### src/rtl/segment_display_decoder.sv
// Receiving end of the 7-segment display link: synchronises and debounces {none, segments},
// decodes the pattern to a digit index / one-hot word and issues each new stable pattern over valid/ready.
module segment_display_decoder #(
    parameter int STABLE_CYCLES = 4,
    parameter int CNT_W         = 8
) (
    input  logic             clk,
    input  logic             rst,
    input  logic [6:0]       segments,
    input  logic             none,
    input  logic             out_ready,
    output logic             out_valid,
    output logic [2:0]       code,
    output logic [7:0]       data_onehot,
    output logic             no_data,
    output logic             illegal,
    output logic [CNT_W-1:0] event_count
);

    localparam int SW = (STABLE_CYCLES > 1) ? $clog2(STABLE_CYCLES) : 1;
    localparam logic [SW-1:0] STAB_MAX = SW'(STABLE_CYCLES - 1);

    localparam logic [0:0] ST_WAIT = 1'b0;
    localparam logic [0:0] ST_HOLD = 1'b1;

    typedef struct packed {
        logic [2:0] code;
        logic [7:0] onehot;
        logic       no_data;
        logic       illegal;
    } payload_t;

    function automatic payload_t decode_pattern(input logic [7:0] pat);
        payload_t p;
        p = '{code: 3'd0, onehot: 8'h00, no_data: 1'b0, illegal: 1'b0};
        case (pat)
            8'h3F:   begin p.code = 3'd0; p.onehot = 8'h01; end
            8'h06:   begin p.code = 3'd1; p.onehot = 8'h02; end
            8'h5B:   begin p.code = 3'd2; p.onehot = 8'h04; end
            8'h4F:   begin p.code = 3'd3; p.onehot = 8'h08; end
            8'h66:   begin p.code = 3'd4; p.onehot = 8'h10; end
            8'h6D:   begin p.code = 3'd5; p.onehot = 8'h20; end
            8'h7D:   begin p.code = 3'd6; p.onehot = 8'h40; end
            8'h07:   begin p.code = 3'd7; p.onehot = 8'h80; end
            8'h80:   begin p.no_data = 1'b1; end
            default: begin p.illegal = 1'b1; end
        endcase
        return p;
    endfunction

    logic [7:0]       sync1_q;
    logic [7:0]       samp_q;
    logic [SW-1:0]    stab_cnt_q, stab_cnt_d;
    logic [7:0]       last_pat_q, last_pat_d;
    logic [0:0]       state_q, state_d;
    logic             out_valid_q, out_valid_d;
    payload_t         payload_q, payload_d;
    logic [CNT_W-1:0] event_count_q, event_count_d;
    logic             qualified_s;

    // Two-stage synchroniser on the asynchronous display pins.
    always_ff @(posedge clk or posedge rst) begin
        if (rst) begin
            sync1_q <= 8'h00;
            samp_q  <= 8'h00;
        end else begin
            sync1_q <= {none, segments};
            samp_q  <= sync1_q;
        end
    end

    // Run length of identical samples; sync1_q is the sample samp_q takes next.
    always_comb begin
        stab_cnt_d = stab_cnt_q;
        if (sync1_q != samp_q) begin
            stab_cnt_d = '0;
        end else if (stab_cnt_q == STAB_MAX) begin
            stab_cnt_d = stab_cnt_q;
        end else begin
            stab_cnt_d = stab_cnt_q + SW'(1);
        end
    end

    assign qualified_s = (stab_cnt_q == STAB_MAX) && (samp_q != last_pat_q);

    // Handshake FSM: capture a qualified pattern in WAIT, hold it until accepted.
    always_comb begin
        state_d       = state_q;
        out_valid_d   = out_valid_q;
        payload_d     = payload_q;
        last_pat_d    = last_pat_q;
        event_count_d = event_count_q;
        case (state_q)
            ST_WAIT: begin
                if (qualified_s) begin
                    payload_d   = decode_pattern(samp_q);
                    last_pat_d  = samp_q;
                    out_valid_d = 1'b1;
                    state_d     = ST_HOLD;
                end else begin
                    out_valid_d = 1'b0;
                end
            end
            ST_HOLD: begin
                if (out_ready) begin
                    out_valid_d   = 1'b0;
                    event_count_d = event_count_q + CNT_W'(1);
                    state_d       = ST_WAIT;
                end else begin
                    out_valid_d = 1'b1;
                end
            end
            default: begin
                out_valid_d = 1'b0;
                state_d     = ST_WAIT;
            end
        endcase
    end

    // Stability counter, FSM and registered outputs.
    always_ff @(posedge clk or posedge rst) begin
        if (rst) begin
            stab_cnt_q    <= '0;
            last_pat_q    <= 8'h00;
            state_q       <= ST_WAIT;
            out_valid_q   <= 1'b0;
            payload_q     <= '0;
            event_count_q <= '0;
        end else begin
            stab_cnt_q    <= stab_cnt_d;
            last_pat_q    <= last_pat_d;
            state_q       <= state_d;
            out_valid_q   <= out_valid_d;
            payload_q     <= payload_d;
            event_count_q <= event_count_d;
        end
    end

    assign out_valid   = out_valid_q;
    assign code        = payload_q.code;
    assign data_onehot = payload_q.onehot;
    assign no_data     = payload_q.no_data;
    assign illegal     = payload_q.illegal;
    assign event_count = event_count_q;

endmodule
### config.mk
export PLATFORM = sky130hd
export DESIGN_NAME = segment_display_decoder
export DESIGN_NICKNAME = d
export VERILOG_FILES = /design/src/rtl/segment_display_decoder.sv
export SDC_FILE = /design/constraint.sdc
export NUM_CORES = 1
export LEC_CHECK = 0
export CORE_MARGIN = 2
export CORE_UTILIZATION = 54
export DETAILED_ROUTE_END_ITERATION = 10
export PLACE_DENSITY = 0.87
export SYNTH_ARGS = -nofsm -noshare
export SYNTH_HDL_FRONTEND = slang
export SYNTH_SLANG_ARGS = --single-unit
### constraint.sdc
create_clock -name clk -period 1.9 [get_ports clk]
set_input_delay 0.38 -clock clk [delete_from_list [all_inputs] [get_ports clk]]
set_output_delay 0.38 -clock clk [all_outputs]
set_load 0.01 [all_outputs]
==> impl_results.md, run 1 <==
- Top_reg_cell synth: sky130_fd_sc_hd__dfrtp_1
- Final GP Congestion: a little under 0.8
- Sequential cell area: roughly 0.0012 mm2
- Clock tree skew after final layout: between 0.004 and 0.005 ns
- Count of endpoints failing setup in the final report: 0
- Mapped Nets: ~190
- Sum of negative setup slack: 0 ns
- Critical path required time: about 2.1 ns
- Maximum number of pins on one net before global-route repair: 49
- Element type at the critical path end: flop
- Kind of launch point of the worst setup path: flop
- Total power per unit cell area: 627 mW/mm2
- Cell row count: 23
- Vertical extent of the die: 68.9 um
- Proportion of register bits with asynchronous set or reset after synthesis: 1.00
- Worst hold-check path type: reg2reg
- Max-slew violation count: 0
- Leak: 0.00123 uW
- Clock slew at the register clock pins of the worst setup and hold paths: about 0.08 ns
- Critical path fanouts, max: 13
- Clock tree from TritonCTS: built
- Pin slew with the least headroom to its limit: 0.455 ns
- Clock root buffer master: sky130_fd_sc_hd__clkbuf_8
- # Max-Cap Violations: 0
- CP Cell Sequence: buf_4 -> or4b_1 -> a21oi_1 -> nor4_1 -> mux2_4
- Maximum root-to-sink buffer count: 2
- Sequential share of the synthesized area: 0.529
- Core region area: a little over 0.004 mm2
- Critical R2R Launch: samp_q[1]
- Area of the multi-input gates: about 990 um2
- Post-detailed-placement cell area: roughly 0.0027 mm2
- Category of cells accounting for the largest share of critical-path delay: simple AND/OR/NAND/NOR gates
- Result of the run: completed
- Number of nets with antenna violations after detailed routing: 0
- Post-Synthesis Cell Area: between 0.002 and 0.0025 mm2
- Utilization of the core after routing: 0.690
- Number of nets in the final layout: between 200 and 250
- Area share of the largest cell type after synthesis: 0.529
- Hold buffer count at CTS: 0
- Achievable frequency: between 500 and 600 MHz
- Share of layout cells above drive strength 1: 0.204
- DRC violation count after routing: 0
- Maximum cell stage delay along the critical path: about 0.50 ns
- Number of vias per cell: 5.55
- Worst max-slew margin expressed relative to the limit: 0.694
- Final period utilization: 0.962
- Inserted Diodes: 0
- Starting density of the core: 0.564
- Width of the chip: about 70 um
- Hold path start: sync1_q[4]
- Number of flops mapped to enable cells by yosys: 0
- Number of buffers inserted by port buffering: 32
- Endpoints failing hold: 0
- Via count: 1477
- Synthesized instance count: roughly 180
- Cts bufs inserted: 5
- Area leader, netlist: sky130_fd_sc_hd__dfrtp_1
- Distinct cell type count after synthesis: 40
- Worst skew pair latency: ~0.3 ns
- Layout overhead on the synthesized area: 22.4%
- Detailed-routing iteration count for the pre-antenna-repair pass: 4
- Number of synthesized register bits: 48
- I/O pin count: 33
- Critical Path Start: samp_q[1]
- DRT iter0 DRCs: 85
- First-pass GRT wire length: ~6300 um
- Worst path arrival time: 2.01 ns
- Via count of the first global-routing pass: around 1400
- Warnings, synthesis: 0
- Number of antenna violations at the first check in global routing: 0
- Worst slack at placement: approximately 0.10 ns
- Total gr overflow: 0
- Routed wire length: between 3000 and 4000 um
- Layout fillers: between 300 and 400
- Number of clock sinks: 48
- Synth area leaders: sky130_fd_sc_hd__dfrtp_1, sky130_fd_sc_hd__mux2_4, sky130_fd_sc_hd__xor2_1, sky130_fd_sc_hd__xnor2_1, sky130_fd_sc_hd__nand4b_1
- Final routed wire length divided by cell count: around 15 um
- Start-to-end type of the worst setup path: reg2reg
- Minimum period implied by the final worst setup slack: around 1.8 ns
- Crit path max-delay cell type: sky130_fd_sc_hd__or4b_1
- Syn avg cell area: 12.9 um2
- Htree depth: 2
- Final HPWL DP: ~2800 um
- VDD IR max: between 0.4 and 0.5 mV
- Worst path buffer plus inverter count: 1
- All-layer global routing usage: 0.186
- Setup slack after layout: about 0.073 ns
- RSZ-0062 raised after global routing: false
- Design area: around 0.0028 mm2
- Die Outline Area: ~0.0047 mm2
[cell type report]
cell class | instances | area share
clock inverter | 1 | 0.00180
multi-input combinational | 114 | 0.357
inverter | 3 | 0.00405
tap | 50 | 0.0225
clock buffer | 6 | 0.0261
sequential | 48 | 0.432
timing repair buffer | 44 | 0.157
[state kept, by name, summed over array words and instances (netlist names)]
register / cells
data_onehot: 8
event_count: 8
last_pat_q: 8
samp_q: 8
sync1_q: 8
code: 3
stab_cnt_q: 2
illegal: 1
no_data: 1
out_valid: 1
[layout by cell type (no fill, tap or decap), types with 2 or more instances in the layout]
| cell type | netlist | final |
|---|---|---|
| sky130_fd_sc_hd__buf_12 | 0 | 2 |
| sky130_fd_sc_hd__buf_4 | 0 | 10 |
| sky130_fd_sc_hd__clkbuf_8 | 0 | 5 |
| sky130_fd_sc_hd__clkdlybuf4s50_1 | 0 | 32 |
| sky130_fd_sc_hd__dfrtp_1 | 48 | 48 |
| sky130_fd_sc_hd__ha_1 | 2 | 2 |
| sky130_fd_sc_hd__inv_1 | 3 | 2 |
| sky130_fd_sc_hd__mux2_2 | 3 | 3 |
| sky130_fd_sc_hd__mux2_4 | 19 | 19 |
| sky130_fd_sc_hd__nand2_1 | 7 | 7 |
| sky130_fd_sc_hd__nand3_1 | 6 | 6 |
| sky130_fd_sc_hd__nand4_1 | 2 | 2 |
| sky130_fd_sc_hd__nand4b_1 | 5 | 5 |
| sky130_fd_sc_hd__nor2_1 | 10 | 10 |
| sky130_fd_sc_hd__nor4_1 | 7 | 7 |
| sky130_fd_sc_hd__nor4b_1 | 3 | 2 |
| sky130_fd_sc_hd__or4b_1 | 2 | 2 |
| sky130_fd_sc_hd__xnor2_1 | 9 | 9 |
| sky130_fd_sc_hd__xor2_1 | 17 | 17 |
[synthesized netlist by cell type (3+ instances only)]
master and count:
sky130_fd_sc_hd__mux2_2 3, sky130_fd_sc_hd__dfrtp_1 48, sky130_fd_sc_hd__nand2_1 7, sky130_fd_sc_hd__mux2_4 19, sky130_fd_sc_hd__nor4b_1 3, sky130_fd_sc_hd__inv_1 3
sky130_fd_sc_hd__nor2_1 10, sky130_fd_sc_hd__nand3_1 6, sky130_fd_sc_hd__nand4b_1 5, sky130_fd_sc_hd__nor4_1 7, sky130_fd_sc_hd__buf_6 3, sky130_fd_sc_hd__xnor2_1 9
sky130_fd_sc_hd__xor2_1 17, sky130_fd_sc_hd__buf_2 7
[power by group]
part / switching [uW] / internal [uW]
Combinational: 67.8 / 62.4
Sequential: 20.6 / 1040
Clock: 304 / 250
[stage by stage]
| step | power, uW | std cells | hold slack (ns) |
|---|---|---|---|
| 3_5_place_dp | 1210 | 259 | 0.379 |
| 4_1_cts | 1760 | 266 | 0.396 |
| 2_1_floorplan | 1150 | 176 | 0.372 |
| 3_3_place_gp | 1200 | 259 | 0.375 |
| 5_1_grt | 1820 | 266 | 0.402 |
| 6_report | 1740 | 266 | 0.394 |
[per-layer routing]
| layer | up-vias | track usage | part of all wire |
|---|---|---|---|
| met5 | - | 0 | 0 |
| met1 | 727 | 0.244 | 0.45 |
| met2 | 44 | 0.286 | 0.49 |
| met3 | 8 | 0.0519 | 0.048 |
| met4 | 0 | 0.0882 | 0.017 |
| li1 | 698 | - | - |
[cell families (layout without fill, tap and decap cells)]
group | count (synthesis) | after routing | synth area share
buf+inv | 14 | 54 | 0.0369
compound gates | 9 | 9 | 0.0281
fa+ha+maj | 2 | 2 | 0.0110
simple gates | 54 | 54 | 0.150
mux | 23 | 23 | 0.145
flops | 48 | 48 | 0.529
xor+xnor | 26 | 26 | 0.100
[final timing paths]
kind | end | slack (ns) | depth (start not counted)
max in group asynchronous | last_pat_q[7] | 1.24 | 3
hold / removal | samp_q[4] | 0.39 | 0
setup reg to reg | illegal | 0.07 | 5
min in group asynchronous | event_count[6] | 0.43 | 3
setup / recovery | illegal | 0.07 | 5
hold reg to reg | samp_q[4] | 0.39 | 0
[repair_timing]
item	CTS	global route
buffers inserted	0	0
setup endpoints to repair	0	2
gates resized for setup	0	1
Power figures use the tool's default switching activity.
==> run 2, diff against run 1 <==
Settings changed: SKIP_LAST_GASP from default to 1.
==> results of run 2 <==
The final DEF is identical to that of run 1; final timing and power are the same.
==> run 3, diff against run 2 <==
Settings changed: CELL_PAD_IN_SITES_DETAIL_PLACEMENT from default to 1, CELL_PAD_IN_SITES_GLOBAL_PLACEMENT from default to 1, CORE_UTILIZATION 54 to 43, GPL_TIMING_DRIVEN from default to 1, PLACE_DENSITY 0.87 to 0.86.
==> run 3 against run 2 <==
  * Hold slack improved by 0.0055 ns
  * Global-route usage is 0.85 points lower
  * First-iteration DRC count up 40%
  * Sequential share of layout area fell by 0.76 points
  * Wire length increased by 22%
  * Largest power group unchanged
  * Worst setup slack got worse by 0.0088 ns
  * Via count is 2.2% higher
  * Register-to-register slack is essentially flat
  * Sequential power is essentially flat
  * Critical path depth is 1 lower
  * Final area increased by 1.8%
  * Non-clock buffer count unchanged
==> impl_results.md, run 3 (synthesis results as in run 1) <==
- Result of the run: completed
- Number of clock sinks: 48 (unchanged)
- Final HPWL DP: 3340 um (+20%)
- Critical path required time: 2.14 ns (+0.05 ns)
- Post-detailed-placement cell area: 0.00272 mm2 (+0.93%)
- VDD IR max: 0.416 mV (-3.9%)
- Worst path arrival time: 2.08 ns (+0.07 ns)
- Worst max-slew margin expressed relative to the limit: 0.756 (+0.0617)
- Maximum number of pins on one net before global-route repair: 49 (unchanged)
- Count of endpoints failing setup in the final report: 0 (unchanged)
- Achievable frequency: 545 MHz (-0.48%)
- Hold buffer count at CTS: 0 (unchanged)
- Leak: 0.00124 uW (+0.97%)
- Clock tree skew after final layout: 0.00520 ns (+0.00100 ns)
- Core region area: 0.00511 mm2 (+27%)
- # resized after CTS: 0 (unchanged)
- Htree depth: 2 (unchanged)
- Final Instance Count excl. Fillers: 287 (+7.9%)
- Starting density of the core: 0.445 (-0.119)
- First-pass GRT wire length: 8140 um (+29%)
- Pin slew with the least headroom to its limit: 0.362 ns (-0.0935 ns)
- Critical path fanouts, max: 11 (-2)
- Inserted Diodes: 0 (unchanged)
- Width of the chip: 76.7 um (+11%)
- Number of vias per cell: 5.26 (-5.3%)
- Most common library cell in the layout ignoring fill and taps: sky130_fd_sc_hd__dfrtp_1
- Kind of launch point of the worst setup path: flop
- Vertical extent of the die: 76.7 um (+11%)
- Sum of negative setup slack: 0 ns (unchanged)
- Design area: 0.00283 mm2 (+1.8%)
- Total gr overflow: 0 (unchanged)
- Minimum period implied by the final worst setup slack: 1.84 ns (+0.00875 ns)
- Clock slew at the register clock pins of the worst setup and hold paths: 0.08 ns (about the same)
- Element type at the critical path end: flop
- DRT iter0 DRCs: 119 (+40%)
- Worst skew pair latency: 0.30 ns (about the same)
- Endpoints failing hold: 0 (unchanged)
- I/O pin count: 33 (unchanged)
- Cts bufs inserted: 5 (unchanged)
- Final routed wire length divided by cell count: 16.6 um (+13%)
- Maximum root-to-sink buffer count: 2 (unchanged)
- Clock root buffer master: sky130_fd_sc_hd__clkbuf_8
- Via count: 1509 (+2.2%)
- DRC violation count after routing: 0 (unchanged)
- All-layer global routing usage: 0.177 (-0.00848)
- Detailed-routing iteration count for the pre-antenna-repair pass: 4 (unchanged)
- Start-to-end type of the worst setup path: reg2reg
- Total power per unit cell area: 641 mW/mm2 (+2.3%)
- Die Outline Area: 0.00588 mm2 (+24%)
- Final period utilization: 0.966 (+0.00461)
- Number of nets in the final layout: 229 (unchanged)
- Routed wire length: 4750 um (+22%)
- Share of layout cells above drive strength 1: 0.217 (+0.0129)
- Layout overhead on the synthesized area: 24.6%
- Via count of the first global-routing pass: 1651 (+20%)
- Post-CTS Repair Setup Buffers: 0 (unchanged)
- RSZ-0062 raised after global routing: false
- Final GP Congestion: 0.802 (+3.4%)
- Cell row count: 26 (+13%)
- Highest-count cells in the layout ignoring fill and taps: sky130_fd_sc_hd__dfrtp_1, sky130_fd_sc_hd__clkdlybuf4s50_1, sky130_fd_sc_hd__mux2_4
- Number of antenna violations at the first check in global routing: 0 (unchanged)
- Placed Cells: 279 (+7.7%)
- Number of nets with antenna violations after detailed routing: 0 (unchanged)
- Clock tree from TritonCTS: built
- Number of buffers inserted by port buffering: 32 (unchanged)
- Worst hold-check path type: reg2reg
- Max-slew violation count: 0 (unchanged)
- # Max-Cap Violations: 0 (unchanged)
run 3: changes by cell type in the layout (fill, tap and decap cells not counted):
cell	previous run	this run
sky130_fd_sc_hd__a31oi_1	1	0
sky130_fd_sc_hd__a31oi_2	0	1
sky130_fd_sc_hd__buf_4	10	9
sky130_fd_sc_hd__buf_6	0	1
sky130_fd_sc_hd__clkbuf_1	1	0
sky130_fd_sc_hd__clkbuf_8	5	6
sky130_fd_sc_hd__clkinv_2	1	2
run 3: power by group:
group,leakage [uW],switching (uW),internal (uW),total (uW)
combinational,0.000557,76.9,62.2,139
sequential,0.000634,16.4,1040,1050
clock,0.0000510,332,291,623
run 3: worst paths after layout:
check	startpoint	end	slack, ns	cells after the start
max in group asynchronous	rst	data_onehot[7]	1.26	3
hold / removal	sync1_q[5]	samp_q[5]	0.40	0
min in group asynchronous	rst	event_count[4]	0.43	3
setup reg to reg	samp_q[2]	no_data	0.06	4
hold reg to reg	sync1_q[5]	samp_q[5]	0.40	0
setup / recovery	samp_q[2]	no_data	0.06	4
run 3: metal layers:
layer	part of all wire	GRT usage
met5	0	0
met4	0.024	0.0764
met3	0.031	0.0435
met1	0.42	0.226
met2	0.52	0.289
run 3: area by class of cell:
cell class / instances / area (um2)
clock inverters: 2 / 10.0
multi-input cells: 114 / 1000
clock buffers: 6 / 82.6
inverters: 3 / 11.3
fillers: 538 / 2280
well taps: 70 / 87.6
repair buffers: 44 / 439
flip-flops and latches: 48 / 1200
run 3: critical path, cell delays in order (launching register included):
cell	delay (ns)
sky130_fd_sc_hd__dfrtp_1	0.47
sky130_fd_sc_hd__buf_4	0.21
sky130_fd_sc_hd__or4b_1	0.50
sky130_fd_sc_hd__nor4b_1	0.38
sky130_fd_sc_hd__mux2_4	0.21
run 3: through the flow:
stage | hold WS (ns) | util | power (uW) | setup WS (ns)
after CTS | 0.403 | 0.551 | 1840 | 0.0591
after floorplan | 0.372 | - | 1150 | 0.269
final | 0.399 | 0.554 | 1820 | 0.0641
after detailed placement | 0.385 | 0.533 | 1210 | 0.0817
after global placement | 0.376 | 0.533 | 1210 | 0.135
after global routing | 0.414 | 0.554 | 1900 | 0.00994
